### src/rtl/gpio_pkg.sv
// gpio_pkg: shared channel-mode encodings for the PLC digital-output stage.
// Ports: none (package only).
package gpio_pkg;

    typedef enum logic [1:0] {
        MODE_STATIC = 2'b00,
        MODE_PULSE  = 2'b01,
        MODE_PWM    = 2'b10,
        MODE_RSVD   = 2'b11
    } mode_e;

endpackage

### src/rtl/gpio_out_chan.sv
// gpio_out_chan: one output channel -- mode/param regs, pulse counter, output select.
// Ports: cfg write (qualified), DO write bit, trip, do_reg bit, PWM timebase in; out/expire out.
module gpio_out_chan
    import gpio_pkg::*;
#(
    parameter int CNT_W = 16
) (
    input  logic             clk,
    input  logic             rst_n,
    input  logic             i_cfg_we,
    input  logic [1:0]       i_cfg_mode,
    input  logic [CNT_W-1:0] i_cfg_param,
    input  logic             i_wr,
    input  logic             i_wbit,
    input  logic             i_trip,
    input  logic             i_do_bit,
    input  logic [CNT_W-1:0] i_tb,
    input  logic             i_per_nz,
    output logic             o_out,
    output logic             o_expire
);

    mode_e            r_mode;
    logic [CNT_W-1:0] r_param;
    logic [CNT_W-1:0] r_pcnt;

    logic             w_pulse;
    logic             w_load;
    logic             w_cancel;
    logic             w_mchg;
    logic [CNT_W-1:0] w_pcnt_nxt;

    always_comb begin
        w_pulse  = (r_mode == MODE_PULSE);
        w_load   = w_pulse & i_wr & i_wbit;
        w_cancel = w_pulse & i_wr & ~i_wbit;
        w_mchg   = i_cfg_we & (mode_e'(i_cfg_mode) != r_mode);
    end

    // Mode change and watchdog trip both kill an in-flight pulse.
    always_comb begin
        w_pcnt_nxt = r_pcnt;
        if (w_mchg || i_trip) begin
            w_pcnt_nxt = '0;
        end else if (w_load) begin
            w_pcnt_nxt = r_param;
        end else if (w_cancel) begin
            w_pcnt_nxt = '0;
        end else if (r_pcnt != '0) begin
            w_pcnt_nxt = r_pcnt - CNT_W'(1);
        end
    end

    // Expire tells the top to self-clear this channel's do_reg bit.
    always_comb begin
        o_expire = 1'b0;
        if (w_pulse && !w_mchg) begin
            if (i_trip) begin
                o_expire = (r_pcnt != '0);
            end else if (w_load) begin
                o_expire = (r_param == '0);
            end else if (!w_cancel) begin
                o_expire = (r_pcnt == CNT_W'(1));
            end
        end
    end

    // A pulse is high exactly while its do_reg bit is set.
    always_comb begin
        case (r_mode)
            MODE_PWM: o_out = i_do_bit & i_per_nz & (i_tb < r_param);
            default:  o_out = i_do_bit;
        endcase
    end

    always_ff @(posedge clk or negedge rst_n) begin
        if (!rst_n) begin
            r_mode  <= MODE_STATIC;
            r_param <= '0;
            r_pcnt  <= '0;
        end else begin
            if (i_cfg_we) begin
                r_mode  <= mode_e'(i_cfg_mode);
                r_param <= i_cfg_param;
            end
            r_pcnt <= w_pcnt_nxt;
        end
    end

endmodule

### src/rtl/gpio_output_ctrl.sv
// gpio_output_ctrl: masked-write DO register, per-channel static/pulse/PWM, PWM timebase, watchdog.
// Ports: DO write, cfg write, period write, watchdog controls in; do_state, wdt_trip, gpio_o out.
module gpio_output_ctrl
    import gpio_pkg::*;
#(
    parameter int             NCH      = 8,
    parameter int             CNT_W    = 16,
    parameter int             WDT_CYC  = 1000000,
    parameter logic [NCH-1:0] SAFE_VAL = '0,
    localparam int            CH_W     = (NCH > 1) ? $clog2(NCH) : 1
) (
    input  logic             clk,
    input  logic             rst_n,
    input  logic [NCH-1:0]   do_wdata,
    input  logic [NCH-1:0]   do_wmask,
    input  logic             do_we,
    input  logic             cfg_we,
    input  logic [CH_W-1:0]  cfg_ch,
    input  logic [1:0]       cfg_mode,
    input  logic [CNT_W-1:0] cfg_param,
    input  logic             per_we,
    input  logic [CNT_W-1:0] per_wdata,
    input  logic             wdt_en,
    input  logic             wdt_kick,
    input  logic             wdt_clr,
    output logic [NCH-1:0]   do_state,
    output logic             wdt_trip,
    output logic [NCH-1:0]   gpio_o
);

    localparam int            WC_W   = $clog2(WDT_CYC);
    localparam logic [WC_W-1:0] WC_RLD = WC_W'(WDT_CYC - 1);

    logic [NCH-1:0]   r_do;
    logic [CNT_W-1:0] r_period;
    logic [CNT_W-1:0] r_tb;
    logic [WC_W-1:0]  r_wcnt;
    logic             r_trip;
    logic [NCH-1:0]   r_gpio;

    logic             w_wr;
    logic             w_per_nz;
    logic [NCH-1:0]   w_out;
    logic [NCH-1:0]   w_expire;
    logic [NCH-1:0]   w_do_nxt;
    logic [CNT_W-1:0] w_tb_nxt;
    logic [WC_W-1:0]  w_wcnt_nxt;
    logic             w_trip_nxt;

    assign w_wr     = do_we & ~r_trip;
    assign w_per_nz = (r_period != '0);

    for (genvar i = 0; i < NCH; i++) begin : g_ch
        gpio_out_chan #(
            .CNT_W (CNT_W)
        ) u_chan (
            .clk         (clk),
            .rst_n       (rst_n),
            .i_cfg_we    (cfg_we && (cfg_ch == CH_W'(i))),
            .i_cfg_mode  (cfg_mode),
            .i_cfg_param (cfg_param),
            .i_wr        (w_wr & do_wmask[i]),
            .i_wbit      (do_wdata[i]),
            .i_trip      (r_trip),
            .i_do_bit    (r_do[i]),
            .i_tb        (r_tb),
            .i_per_nz    (w_per_nz),
            .o_out       (w_out[i]),
            .o_expire    (w_expire[i])
        );
    end

    // Expiry wins over a same-cycle write so param=0 pulses never latch.
    always_comb begin
        w_do_nxt = r_do;
        if (w_wr) begin
            w_do_nxt = (r_do & ~do_wmask) | (do_wdata & do_wmask);
        end
        w_do_nxt = w_do_nxt & ~w_expire;
    end

    // Compare with >= so shrinking the period never strands tb past the end.
    always_comb begin
        w_tb_nxt = r_tb + CNT_W'(1);
        if (per_we || !w_per_nz) begin
            w_tb_nxt = '0;
        end else if (r_tb >= r_period - CNT_W'(1)) begin
            w_tb_nxt = '0;
        end
    end

    always_comb begin
        w_wcnt_nxt = r_wcnt;
        w_trip_nxt = r_trip;
        if (wdt_clr) begin
            w_trip_nxt = 1'b0;
            w_wcnt_nxt = WC_RLD;
        end else begin
            if (do_we || wdt_kick || !wdt_en) begin
                w_wcnt_nxt = WC_RLD;
            end else if (r_wcnt != '0) begin
                w_wcnt_nxt = r_wcnt - WC_W'(1);
            end
            if (wdt_en && (r_wcnt == '0)) begin
                w_trip_nxt = 1'b1;
            end
        end
    end

    always_ff @(posedge clk or negedge rst_n) begin
        if (!rst_n) begin
            r_do     <= '0;
            r_period <= '0;
            r_tb     <= '0;
            r_wcnt   <= WC_RLD;
            r_trip   <= 1'b0;
            r_gpio   <= SAFE_VAL;
        end else begin
            r_do   <= w_do_nxt;
            r_tb   <= w_tb_nxt;
            r_wcnt <= w_wcnt_nxt;
            r_trip <= w_trip_nxt;
            r_gpio <= w_trip_nxt ? SAFE_VAL : w_out;
            if (per_we) begin
                r_period <= per_wdata;
            end
        end
    end

    assign do_state = r_do;
    assign wdt_trip = r_trip;
    assign gpio_o   = r_gpio;

endmodule

### config.mk
export PLATFORM = sky130hd
export DESIGN_NAME = gpio_output_ctrl
export DESIGN_NICKNAME = d
export VERILOG_FILES = /design/src/rtl/gpio_pkg.sv /design/src/rtl/gpio_out_chan.sv /design/src/rtl/gpio_output_ctrl.sv
export SDC_FILE = /design/constraint.sdc
export NUM_CORES = 1
export LEC_CHECK = 0
export ABC_AREA = 1
export BUFFER_PORTS_ARGS = -buffer_cell sky130_fd_sc_hd__buf_4
export CORE_AREA = 2 2 280 282
export CTS_CLUSTER_DIAMETER = 150
export DETAILED_ROUTE_END_ITERATION = 12
export DIE_AREA = 0 0 282 284
export PLACE_DENSITY = 0.49
export SYNTH_ARGS = -nofsm -noshare
export SYNTH_HDL_FRONTEND = slang
export SYNTH_SLANG_ARGS = --single-unit
### constraint.sdc
create_clock -name clk -period 7.7 [get_ports clk]
set_input_delay 0 -clock clk [delete_from_list [all_inputs] [get_ports clk]]
set_output_delay 0 -clock clk [all_outputs]
set_load 0.01 [all_outputs]
After elaboration in Yosys (flattened, before gate mapping)
Index checks and enable logic that the tools add are counted.
Operators by class
  reduce and logical (&&, ||, !) cells: 67
  multipliers: 0
  shift operators: 0
  mux-type cells: 81
  div/mod/pow operators: 0
  eq/ne operators: 39
  magnitude comparators: 9
  bitwise gates (word level): 72
  add/subtract/negate cells: 11
Operators by type and width (count)
  16-bit 2-to-1 mux: 34
  16-bit nonzero test: 9
  16-bit by 1-bit subtractor with 16-bit output, second input constant: 9
  16-bit by 1-bit == test with 1-bit output, second input constant: 8
  16-bit zero test: 8
  16-bit < comparator: 8
  20-bit 2-to-1 mux: 3
  1-bit AND: 57
  1-bit 2-to-1 mux: 42
  4-bit nonzero test: 8
  8-bit AND: 3
  20-bit zero test: 1
  20-bit nonzero test: 1
  20-bit by 1-bit subtractor with 20-bit output, second input constant: 1
  1-bit logical AND: 17
  16-bit by 1-bit adder with 16-bit output, second input constant: 1
  2-bit by 1-bit == test with 1-bit output, second input constant: 8
  2-bit == test, second input constant: 8
  16-bit >= comparator: 1
  8-bit 2-to-1 mux: 2
  2-bit inequality test: 8
  8-bit inverter: 2
  3-bit == test, second input constant: 4
  1-bit logical OR: 11
  7 further kinds: 25
Word-level totals
  ROM bits: 0
  logic and storage cells: 309
  output and inout port bits: 17
  memory bits (writable): 0
  bits in latches: 0
  flip-flop bits (word level): 341
  memories kept: 0
  bits of input ports: 61

Logic depth before layout (Yosys ltp)
Gate-level depths: netlist of run 1.
  depth after elaboration: 11
  gate-level depth with buffers: 17
  gate-level depth less buffers: 16

Hierarchy
Synthesis of run 1 repeated with hierarchy kept, for this count alone.
Unflattened totals
  cells, all modules: 2885
  area, all modules: 21689.6 um^2
By module, submodules not included
  gpio_out_chan: area each 2192.1 um^2, seq. area each 850.8 um^2, cells each 293, times used 8
  gpio_output_ctrl: area each 4152.7 um^2, seq. area each 1741.7 um^2, cells each 541, times used 1

Worst setup path before layout of run 1
Ideal clock, no wire load.
  path type: reg2reg
  start point: register r_period[8]
  end point: register r_tb[10]
  stages on the path, launching flop included: 18
  path slack: 5152 ps
  setup time: 131 ps
  data required time: 7569 ps
  period minus slack after synthesis: 2548 ps
  path buffers: 1
  arrival time: 2417 ps
  path through: dfrtp_1 inv_1 nand2_1 nor2_1 inv_1 nor3_1 nand3_1 xor2_1 inv_1 ha_1 nand2_1 inv_1 nand3_1 nor3_1 nand2_1 nand3_1 clkbuf_1 nor2_1
On the way
  longest elaborated chain between the ends: 4
  elaborated cells on any way between the ends: 7
  classes of those cells: add/sub: 1; order compare: 1; mux: 2; reduce/logical: 3
RTL lines
  start, declared: line gpio_output_ctrl.sv:35  | logic [CNT_W-1:0] r_period;
  start signal, assigned: line gpio_output_ctrl.sv:125  | r_period <= per_wdata;
  16-bit by 1-bit subtractor with 16-bit output or 16-bit nonzero test (tied branches): line gpio_output_ctrl.sv:87, gpio_output_ctrl.sv:51
  16-bit >= comparator or 1-bit zero test (tied branches): line gpio_output_ctrl.sv:87, gpio_output_ctrl.sv:85
  16-bit 2-to-1 mux or 1-bit logical OR (tied branches): line gpio_output_ctrl.sv:87, gpio_output_ctrl.sv:85
  16-bit 2-to-1 mux (*): line gpio_output_ctrl.sv:85  | if (per_we || !w_per_nz) begin
  via w_tb_nxt[10]: line gpio_output_ctrl.sv:46  | logic [CNT_W-1:0] w_tb_nxt;
  end signal, assigned: line gpio_output_ctrl.sv:120  | r_tb <= w_tb_nxt;
  end, declared: line gpio_output_ctrl.sv:36  | logic [CNT_W-1:0] r_tb;
The timed path passes the listed nets; every way through them passes the cells marked *.
A chain may end at the register's enable or synchronous reset.

Final worst setup path of run 1
  start point: register r_period[6]
  end point: register r_tb[9]
The elaborated chain is that of the path after synthesis.

==> results of run 1 <==
[final timing paths]
| kind | start | endpoint | cells past startpoint |
|---|---|---|---|
| max in group asynchronous | rst_n | g_ch[7].u_chan.r_param[12]$_DFFE_PN0P_ | 3 |
| min | do_wdata[6] | g_ch[6].u_chan.r_pcnt[15]$_DFFE_PN0P_ | 5 |
| min in group asynchronous | rst_n | r_wcnt[6]$_DFFE_PN0P_ | 2 |
| max reg2reg | r_period[6]$_DFFE_PN0P_ | r_tb[9]$_DFF_PN0_ | 16 |
| max | r_period[6]$_DFFE_PN0P_ | r_tb[9]$_DFF_PN0_ | 16 |
| min reg2reg | g_ch[4].u_chan.r_param[7]$_DFFE_PN0P_ | g_ch[4].u_chan.r_param[7]$_DFFE_PN0P_ | 2 |
[cell usage in the layout (no fill, tap or decap), types with 3 or more instances in the layout]
cell type and n:
a21boi_0 3, a21oi_1 156, a31o_2 3, a31oi_1 7
buf_4 94, clkbuf_1 15, clkbuf_16 44, clkbuf_8 7
clkinv_1 5, clkinv_2 5, dfrtp_1 329, dfstp_2 12
dlygate4sd3_1 92, ha_1 155, inv_1 402, inv_2 7
mux2_2 3, nand2_1 670, nand2_2 5, nand3_1 187
nand3b_1 9, nand4_1 67, nor2_1 331, nor2_2 6
nor2_4 4, nor3_1 37, nor4_1 4, o211ai_1 6
o21a_1 13, o21ai_0 202, o21bai_1 6, o22ai_1 56
o31ai_1 3, or2_2 10, xnor2_1 40, xor2_1 52
[tightest hold or removal path: stages]
cell,delay [ns]
buf_4,0.11
inv_1,0.11
nor2_1,0.19
nand2_1,0.11
a21oi_1,0.06
[sequential cells by signal, indices dropped and copies added (netlist names)]
| name | count |
|---|---|
| g_ch.u_chan.r_mode | 16 |
| r_tb | 16 |
| r_wcnt | 20 |
| gpio_o | 8 |
| g_ch.u_chan.r_pcnt | 128 |
| g_ch.u_chan.r_param | 128 |
| r_period | 16 |
| wdt_trip | 1 |
| do_state | 8 |
[logic make-up (layout without fill, tap and decap cells)]
| group | Yosys count | count (layout) | synth area share (%) |
|---|---|---|---|
| simple gates | 1342 | 1342 | 26.6 |
| buf+inv | 478 | 679 | 8.79 |
| compound gates | 466 | 466 | 11.8 |
| flops | 341 | 341 | 39.8 |
| fa+ha+maj | 155 | 155 | 9.04 |
| xor+xnor | 92 | 92 | 3.76 |
| mux | 3 | 3 | 0.157 |
| other cells | 0 | 1 | 0 |
[final cells by class]
class,instances,area (µm²),area share (%)
diodes,1,2.50,0.00983
clock buffers,66,1250,4.92
clock inverters,11,115,0.452
inverters,414,1550,6.10
multi-input cells,2058,11000,43.3
flip-flops and latches,341,8550,33.6
well taps,1040,1300,5.11
repair buffers,188,1660,6.53
[through the flow]
step                area [µm²]  std cells
floorplan                21500       2877
global placement         23200       3949
detailed placement       23200       3949
CTS                      25500       4118
global route             25500       4118
finish                   25500       4119
[per-layer routing]
| metal | GRT usage [%] | part of all wire [%] | vias up |
|---|---|---|---|
| li1 | - | - | 9695 |
| met1 | 25.2 | 47 | 9102 |
| met2 | 28.2 | 45 | 418 |
| met3 | 2.73 | 5.2 | 106 |
| met4 | 5.21 | 2.7 | 2 |
| met5 | 0 | 0.015 | - |
[power breakdown]
| group | total (W) | leakage, nW | internal [W] | switching [W] |
|---|---|---|---|---|
| clock | 0.00203 | 0.665 | 0.00116 | 0.000875 |
| combinational | 0.00246 | 7.51 | 0.000980 | 0.00148 |
| sequential | 0.00268 | 4.30 | 0.00227 | 0.000411 |
| total | 0.00717 | 12.5 | 0.00441 | 0.00277 |
==> results.sh, run 1 <==
export IMPL_drive_gt1_share_pct=7.18
export IMPL_dp_slack_ns=4.57
export IMPL_drt_iter0_markers=1383
export IMPL_ys_flop_type="dfrtp_1"
export IMPL_max_cap_violations=0
export IMPL_gp_congestion=0.813
export IMPL_cts_tree="built"
export IMPL_postCtsHoldBufs=92
export IMPL_io_buffers=77
export IMPL_syn_nets=3093
export IMPL_die_y_um=284
export IMPL_viasPerCell=4.69
export IMPL_ys_seq_area_share_pct=39.8
export IMPL_setup_viol=0
export IMPL_synth_distinct_cells=49
export IMPL_ant_nets=0
export IMPL_syn_cell_area_um2=21500
export IMPL_cp_cell_sequence="inv_1, nand2_1, nor2_1, inv_1, nor3_1, nand3_1, xor2_1, inv_1, ha_1, nand2_1, inv_1, nand3_1, nor3_1, nand2_1, nand3_1, nor2_1"
export IMPL_cts_root_buf="clkbuf_16"
export IMPL_period_needed_ns=3.12
export IMPL_finalClockSkew_ns=0.0334
export IMPL_fin_util_pct=33.1
export IMPL_worst_path_most_repeated_cell="inv_1"
export IMPL_io_pins=78
export IMPL_antenna_found_initial=3
export IMPL_cts_buffer_depth=3
export IMPL_fillers=8308
export IMPL_crit_slowest_cell="nand3_1"
export IMPL_synth_edf_count=0
export IMPL_critical_path_top_delay_family="simple AND/OR/NAND/NOR gates"
export IMPL_dieArea_um2=80100
export IMPL_route_detailed_drc=0
export IMPL_synth_warnings=0
export IMPL_synth_cells=2877
export IMPL_async_flop_share_pct=100
export IMPL_status="complete, no violations"
export IMPL_cts_resized=0
export IMPL_ir_worst_vdd_mv=0.203
export IMPL_slew_headroom_pct=31.7
export IMPL_worst_pin_slew_ns=1.03
export IMPL_post_cts_setup_buffers=0
export IMPL_yosys_top_cells_area="dfrtp_1, nand2_1, ha_1, inv_1, nor2_1"
export IMPL_power_density_nw_per_um2=282
export IMPL_grt_pass1_vias=18600
export IMPL_grt_pass1_wl_mm=110
export IMPL_critPathBufInv=4
export IMPL_final_hold_violation_count=0
export IMPL_synth_top_area_share_pct=38.4
export IMPL_cts_sinks=341
export IMPL_htreeDepth=2
export IMPL_overflow=0
export IMPL_nNetsFinal=3263
export IMPL_path_clk_slew_ns=0.06
export IMPL_cp_start_kind="flip-flop"
export IMPL_holdWs_ns=0.0211
export IMPL_grt_max_degree=121
export IMPL_cts_buffers=44
export IMPL_setup_ws_ns=4.58
export IMPL_rows=102
export IMPL_yosysMostFrequentCell="nand2_1"
export IMPL_hpwl_mm=49.7
export IMPL_first_pass_iters=5
export IMPL_ff2ff_setup_slack_ns=4.58
export IMPL_finalPower_w=0.00717
export IMPL_worst_path_largest_cell_delay_ns=0.62
export IMPL_via_count=19300
export IMPL_rsz0062_at_grt="no"
export IMPL_area_growth_synth_to_final_pct=18.7
export IMPL_synth_commonest_cells="nand2_1, inv_1, nor2_1, dfrtp_1, o21ai_0"
export IMPL_yosysTopAreaCell="dfrtp_1"
export IMPL_grt_use_total_pct=17.9
export IMPL_setup_tns_ns=0
export IMPL_insertion_delay_ns=0.61
export IMPL_crit_type="reg -> reg"
export IMPL_core_area_um2=77000
export IMPL_min_period_over_period_pct=40.5
export IMPL_syn_area_per_cell_um2=7.46
export IMPL_cp_max_fo=16
export IMPL_routedWlPerCell_um=17.3
export IMPL_drv_slew=0
export IMPL_wl_mm=71.1
export IMPL_cp_end_kind="flip-flop"
export IMPL_cp_required_ns=8.15
export IMPL_hp_class="in -> reg"
export IMPL_die_width_um=282
export IMPL_p_leak_nw=12.5
export IMPL_cp_data_arrival_time_ns=3.57
export IMPL_fmax_ghz=0.321
export IMPL_start_util_pct=27.9
export IMPL_synth_seq_cells=341
Power figures use the tool's default switching activity.
==> inputs of run 2 (changes only) <==
Clock period 7.7 ns to 2.9 ns, I/O delays scaled along.
==> run 2 against run 1 <==
  * Maximum frequency grew 21%
  * Highest routed layer is now met4
  * Routed wire length grew 0.16%
  * Cell area grew 1.5%
  * Clock power grew to 2.7 times the previous value
==> results.sh, run 2 (same netlist as run 1, synthesis figures left out) <==
export IMPL_ant_nets=0
export IMPL_nNetsFinal=3298
export IMPL_grt_pass1_vias=18800
export IMPL_setup_tns_ns=0
export IMPL_power_density_nw_per_um2=740
export IMPL_rows=102
export IMPL_hpwl_mm=51.2
export IMPL_cp_end_kind="flip-flop"
export IMPL_fin_util_pct=33.6
export IMPL_hp_class="in -> reg"
export IMPL_io_buffers=77
export IMPL_grt_pass1_wl_mm=111
export IMPL_worst_path_most_repeated_cell="nand2_1"
export IMPL_max_cap_violations=0
export IMPL_fillers=8247
export IMPL_overflow=0
export IMPL_placed_cells=3984
export IMPL_status="complete, no violations"
export IMPL_crit_path_end="r_tb[9]$_DFF_PN0_"
export IMPL_insertion_delay_ns=0.59
export IMPL_viasPerCell=4.66
export IMPL_p_leak_nw=12.7
export IMPL_worst_path_largest_cell_delay_ns=0.39
export IMPL_layout_commonest_cell="nand2_1"
export IMPL_die_width_um=282
export IMPL_r2r_end="r_tb[9]$_DFF_PN0_"
export IMPL_route_detailed_drc=0
export IMPL_antenna_found_initial=1
export IMPL_ir_worst_vdd_mv=0.409
export IMPL_finalClockSkew_ns=0.0368
export IMPL_largest_registers="g_ch.u_chan.r_param: 128 flops, g_ch.u_chan.r_pcnt: 128 flops, r_wcnt: 20 flops"
export IMPL_reg2reg_depth=17
export IMPL_first_pass_iters=5
export IMPL_cp_start_kind="flip-flop"
export IMPL_r2r_start="r_period[4]$_DFFE_PN0P_"
export IMPL_antennaDiodeCount=0
export IMPL_cts_buffer_depth=3
export IMPL_cts_tree="built"
export IMPL_placed_area_um2=23500
export IMPL_wl_mm=71.2
export IMPL_cts_buffers=43
export IMPL_via_count=19400
export IMPL_fmax_ghz=0.389
export IMPL_rsz0062_at_grt="no"
export IMPL_cts_root_buf="clkbuf_16"
export IMPL_cp_required_ns=3.38
export IMPL_finalPower_w=0.0191
export IMPL_drv_slew=0
export IMPL_grt_max_degree=78
export IMPL_htreeDepth=2
export IMPL_min_period_over_period_pct=88.7
export IMPL_startpoint="r_period[4]$_DFFE_PN0P_"
export IMPL_setup_viol=0
export IMPL_worst_pin_slew_ns=0.947
export IMPL_grt_use_total_pct=17.9
export IMPL_ff2ff_setup_slack_ns=0.33
export IMPL_drive_gt1_share_pct=8.26
export IMPL_gp_congestion=0.834
export IMPL_finalInstanceArea_um2=25800
export IMPL_io_pins=78
export IMPL_cp_cell_sequence="inv_1, nand2_1, nor2_1, nand2_1, nor3_2, nand3_1, xor2_1, inv_1, ha_1, nand2_1, inv_1, nand3_1, nor3_1, nand2_1, nand3_1, buf_12, nor2_1"
export IMPL_die_y_um=284
export IMPL_routedWlPerCell_um=17.1
export IMPL_cts_sinks=341
export IMPL_area_growth_synth_to_final_pct=20.4
export IMPL_crit_slowest_cell="dfrtp_1"
export IMPL_cp_data_arrival_time_ns=3.05
export IMPL_cp_max_fo=16
export IMPL_path_clk_slew_ns=0.06
export IMPL_start_util_pct=27.9
export IMPL_post_cts_setup_buffers=0
export IMPL_final_cell_mix="nand2_1, inv_1, nor2_1, dfrtp_1, o21ai_0"
export IMPL_period_needed_ns=2.57
export IMPL_core_area_um2=77000
export IMPL_dieArea_um2=80100
export IMPL_stdcell_count=4153
export IMPL_final_hold_violation_count=0
export IMPL_drt_iter0_markers=1182
export IMPL_slew_headroom_pct=36.9
export IMPL_crit_type="reg -> reg"
## run 2: report_power, final
group / internal, W / total (W) / switching (W) / leakage (nW)
clock: 0.00319 / 0.00543 / 0.00223 / 0.675
combinational: 0.00264 / 0.00657 / 0.00393 / 7.72
sequential: 0.00602 / 0.00711 / 0.00109 / 4.30
total: 0.0119 / 0.0191 / 0.00725 / 12.7
## run 2: timing repair
| action | 4_1_cts | 5_1_grt |
|---|---|---|
| hold buffers | 93 | 0 |
| endpoints found under the hold margin | 437 | 0 |
| resized for setup | 0 | 3 |
| endpoints found under the setup margin | 0 | 16 |
## run 2: how the worst min path moves through the flow
stage	startpoint	endpoint	depth (start not counted)
2_1_floorplan	rst_n	do_state[0]$_DFF_PN0_	0
3_3_place_gp	rst_n	r_wcnt[8]$_DFFE_PN0P_	1
3_5_place_dp	rst_n	r_wcnt[8]$_DFFE_PN0P_	1
4_1_cts	do_wdata[3]	g_ch[3].u_chan.r_pcnt[12]$_DFFE_PN0P_	5
5_1_grt	do_wdata[3]	g_ch[3].u_chan.r_pcnt[12]$_DFFE_PN0P_	5
6_report	do_wdata[3]	g_ch[3].u_chan.r_pcnt[12]$_DFFE_PN0P_	5
## run 2: metal layers
layer  share of wire (%)  wire (µm)  GRT usage (%)  vias up
li1                    -          -              -     9779
met1                  49      34600           25.9     9082
met2                  45      31900           28.1      402
met3                 4.2       2960           2.05       93
met4                 2.4       1730           4.91        0
met5                   0          0              0        -
## run 2: metrics by stage
step                      worst slack, ns  hold WS (ns)
final                               0.327       0.00596
after global placement              0.268        0.0720
after floorplan                     0.352        -0.296
after CTS                           0.227     0.0000118
after detailed placement            0.236        0.0755
after global routing               0.0189        0.0276
## run 2: area by class of cell
cell class / instances / area [µm²] / share of cell area (%)
Clock buffer: 66 / 1230 / 4.77
Multi-Input combinational cell: 2058 / 11000 / 42.7
Inverter: 414 / 1550 / 6.01
Clock inverter: 10 / 144 / 0.557
Sequential cell: 341 / 8550 / 33.1
Tap cell: 1040 / 1300 / 5.04
Timing Repair Buffer: 224 / 2020 / 7.83
## run 2: worst max-delay path, delay by kind of cell (launching register included)
kind / cells / cell delay [ns]
simple gates: 11 / 1.27
buf+inv: 4 / 0.42
flops: 1 / 0.39
fa+ha+maj: 1 / 0.27
xor+xnor: 1 / 0.13
==> inputs of run 3 (changes only) <==
Settings changed: CORE_AREA 2 2 280 282 to 10 10 288 290, DIE_AREA 0 0 282 284 to 0 0 298 300.
==> run 3 against run 2 <==
  * Count of clock-buffer cells in the layout shrank 3
  * Die area grew 12%
  * Hold slack gained 0.020 ns
  * Setup slack gained 0.017 ns
  * Clock skew shrank 0.0046 ns
  * Critical endpoint unchanged
  * Non-clock buffer count shrank 5
  * Highest routed layer is now met5
  * Combinational power shrank 0.8%
  * Clock power grew 4.8%
  * Sequential share of layout area is essentially flat
  * Sequential cell count is the same
  * Largest cell class unchanged
  * Routed wire length grew 0.46%
  * Maximum frequency grew 0.67%
==> results.sh, run 3 (same netlist as run 1, synthesis figures left out) <==
export IMPL_status="complete, no violations"
export IMPL_startpoint="r_period[2]$_DFFE_PN0P_"
export IMPL_r2r_end="r_tb[9]$_DFF_PN0_"
export IMPL_ant_nets=0
export IMPL_core_area_um2=77100
export IMPL_grt_use_total_pct=15.8
export IMPL_grt_max_degree=83
export IMPL_final_cell_mix="nand2_1, inv_1, nor2_1, dfrtp_1, o21ai_0"
export IMPL_ir_worst_vdd_mv=0.392
export IMPL_via_count=19400
export IMPL_htreeDepth=2
export IMPL_drive_gt1_share_pct=8.62
export IMPL_wl_mm=71.5
export IMPL_layout_commonest_cell="nand2_1"
export IMPL_r2r_start="r_period[2]$_DFFE_PN0P_"
export IMPL_cp_start_kind="flip-flop"
export IMPL_cts_buffer_depth=3
export IMPL_die_y_um=300
export IMPL_finalInstanceArea_um2=25900
export IMPL_cts_root_buf="clkbuf_16"
export IMPL_power_density_nw_per_um2=747
export IMPL_hp_class="in -> reg"
export IMPL_p_leak_nw=12.7
export IMPL_placed_area_um2=23500
export IMPL_gp_congestion=0.847
export IMPL_slew_headroom_pct=36.1
export IMPL_grt_pass1_vias=18900
export IMPL_cts_tree="built"
export IMPL_hpwl_mm=51.4
export IMPL_nNetsFinal=3293
export IMPL_cts_buffers=43
export IMPL_routedWlPerCell_um=17.2
export IMPL_final_hold_violation_count=0
export IMPL_grt_pass1_wl_mm=112
export IMPL_overflow=0
export IMPL_antenna_found_initial=4
export IMPL_dieArea_um2=89400
export IMPL_cts_sinks=341
export IMPL_reg2reg_depth=15
export IMPL_finalClockSkew_ns=0.0322
export IMPL_min_period_over_period_pct=88.1
export IMPL_drt_iter0_markers=1363
export IMPL_crit_path_end="r_tb[9]$_DFF_PN0_"
export IMPL_setup_tns_ns=0
export IMPL_stdcell_count=4152
export IMPL_placed_cells=3983
export IMPL_fmax_ghz=0.391
export IMPL_cp_max_fo=16
export IMPL_largest_registers="g_ch.u_chan.r_param: 128 flops, g_ch.u_chan.r_pcnt: 128 flops, r_wcnt: 20 flops"
export IMPL_cp_end_kind="flip-flop"
export IMPL_fillers=8368
export IMPL_period_needed_ns=2.56
export IMPL_io_buffers=77
export IMPL_min_from="do_wmask[1]"
export IMPL_rsz0062_at_grt="no"
export IMPL_viasPerCell=4.66
export IMPL_first_pass_iters=5
export IMPL_worst_pin_slew_ns=0.959
export IMPL_cp_data_arrival_time_ns=3.06
export IMPL_drv_slew=0
export IMPL_setup_viol=0
export IMPL_io_pins=78
export IMPL_max_cap_violations=0
export IMPL_rows=102
export IMPL_route_detailed_drc=0
export IMPL_die_width_um=298
export IMPL_insertion_delay_ns=0.59
export IMPL_cp_required_ns=3.40
export IMPL_dp_slack_ns=0.251
export IMPL_path_clk_slew_ns=0.06
export IMPL_area_growth_synth_to_final_pct=20.6
export IMPL_ff2ff_setup_slack_ns=0.34
export IMPL_setup_ws_ns=0.344
export IMPL_crit_type="reg -> reg"
export IMPL_start_util_pct=27.8
run 3: cell count changes in the layout (fill, tap and decap cells not counted), sizes merged:
cell and change:
clkbuf -3, clkinv +4, clkinvlp +1, diode +2, inv -1, buf -1
bufinv +1, dlygate4sd3 -4
run 3: worst min-delay path by stage:
stage | end | cells after the start
final | g_ch[1].u_chan.r_pcnt[8]$_DFFE_PN0P_ | 6
after global routing | do_state[1]$_DFF_PN0_ | 6
after CTS | g_ch[1].u_chan.r_pcnt[8]$_DFFE_PN0P_ | 6
after detailed placement | r_wcnt[6]$_DFFE_PN0P_ | 1
after global placement | r_wcnt[6]$_DFFE_PN0P_ | 1
after floorplan | do_state[0]$_DFF_PN0_ | 0
run 3: through the flow:
| step | total power [W] | hold slack, ns | utilization, % |
|---|---|---|---|
| 2_1_floorplan | 0.0118 | -0.296 | - |
| 3_3_place_gp | 0.0136 | -0.120 | 30.5 |
| 3_5_place_dp | 0.0136 | -0.120 | 30.5 |
| 4_1_cts | 0.0195 | 0.0109 | 33.5 |
| 5_1_grt | 0.0210 | 0.0366 | 33.6 |
| 6_report | 0.0193 | 0.0255 | 33.6 |
run 3: cell type report:
cell class	instances	area, µm²	area share (%)
well taps	1040	1300	5.03
multi-input cells	2058	11000	42.7
clock inverters	15	193	0.745
repair buffers	219	1940	7.49
inverters	414	1550	6.01
clock buffers	63	1290	5.00
flip-flops and latches	341	8550	33.0
diodes	2	5.00	0.0193
run 3: repair_timing:
item / 4_1_cts / 5_1_grt
resized for setup: 0 / 4
endpoints found under the hold margin: 467 / 0
buffers inserted: 0 / 0
endpoints found under the setup margin: 0 / 16
hold buffers: 89 / 0
run 3: power by group:
part           switching, W  internal [W]
registers           0.00110       0.00602
logic               0.00389       0.00262
clock network       0.00225       0.00344
run 3: critical path: stages, from the launching register on:
cell     delay, ns
dfrtp_1       0.41
nor2_1        0.11
nand2_1       0.11
nor2_2        0.23
nand4_1       0.16
nor2_1        0.14
xor2_1        0.16
ha_1          0.26
nand2_1       0.09
inv_1         0.04
nand3_1       0.10
inv_1         0.05
a21oi_1       0.14
nand3_1       0.14
buf_12        0.18
nor2_1        0.12
run 3: layer usage:
metal	global-route usage (%)	vias up	routed length (µm)
li1	-	9767	-
met1	21.9	9107	34000
met2	25.5	407	32300
met3	2.29	83	3640
met4	3.97	2	1570
met5	0	-	14
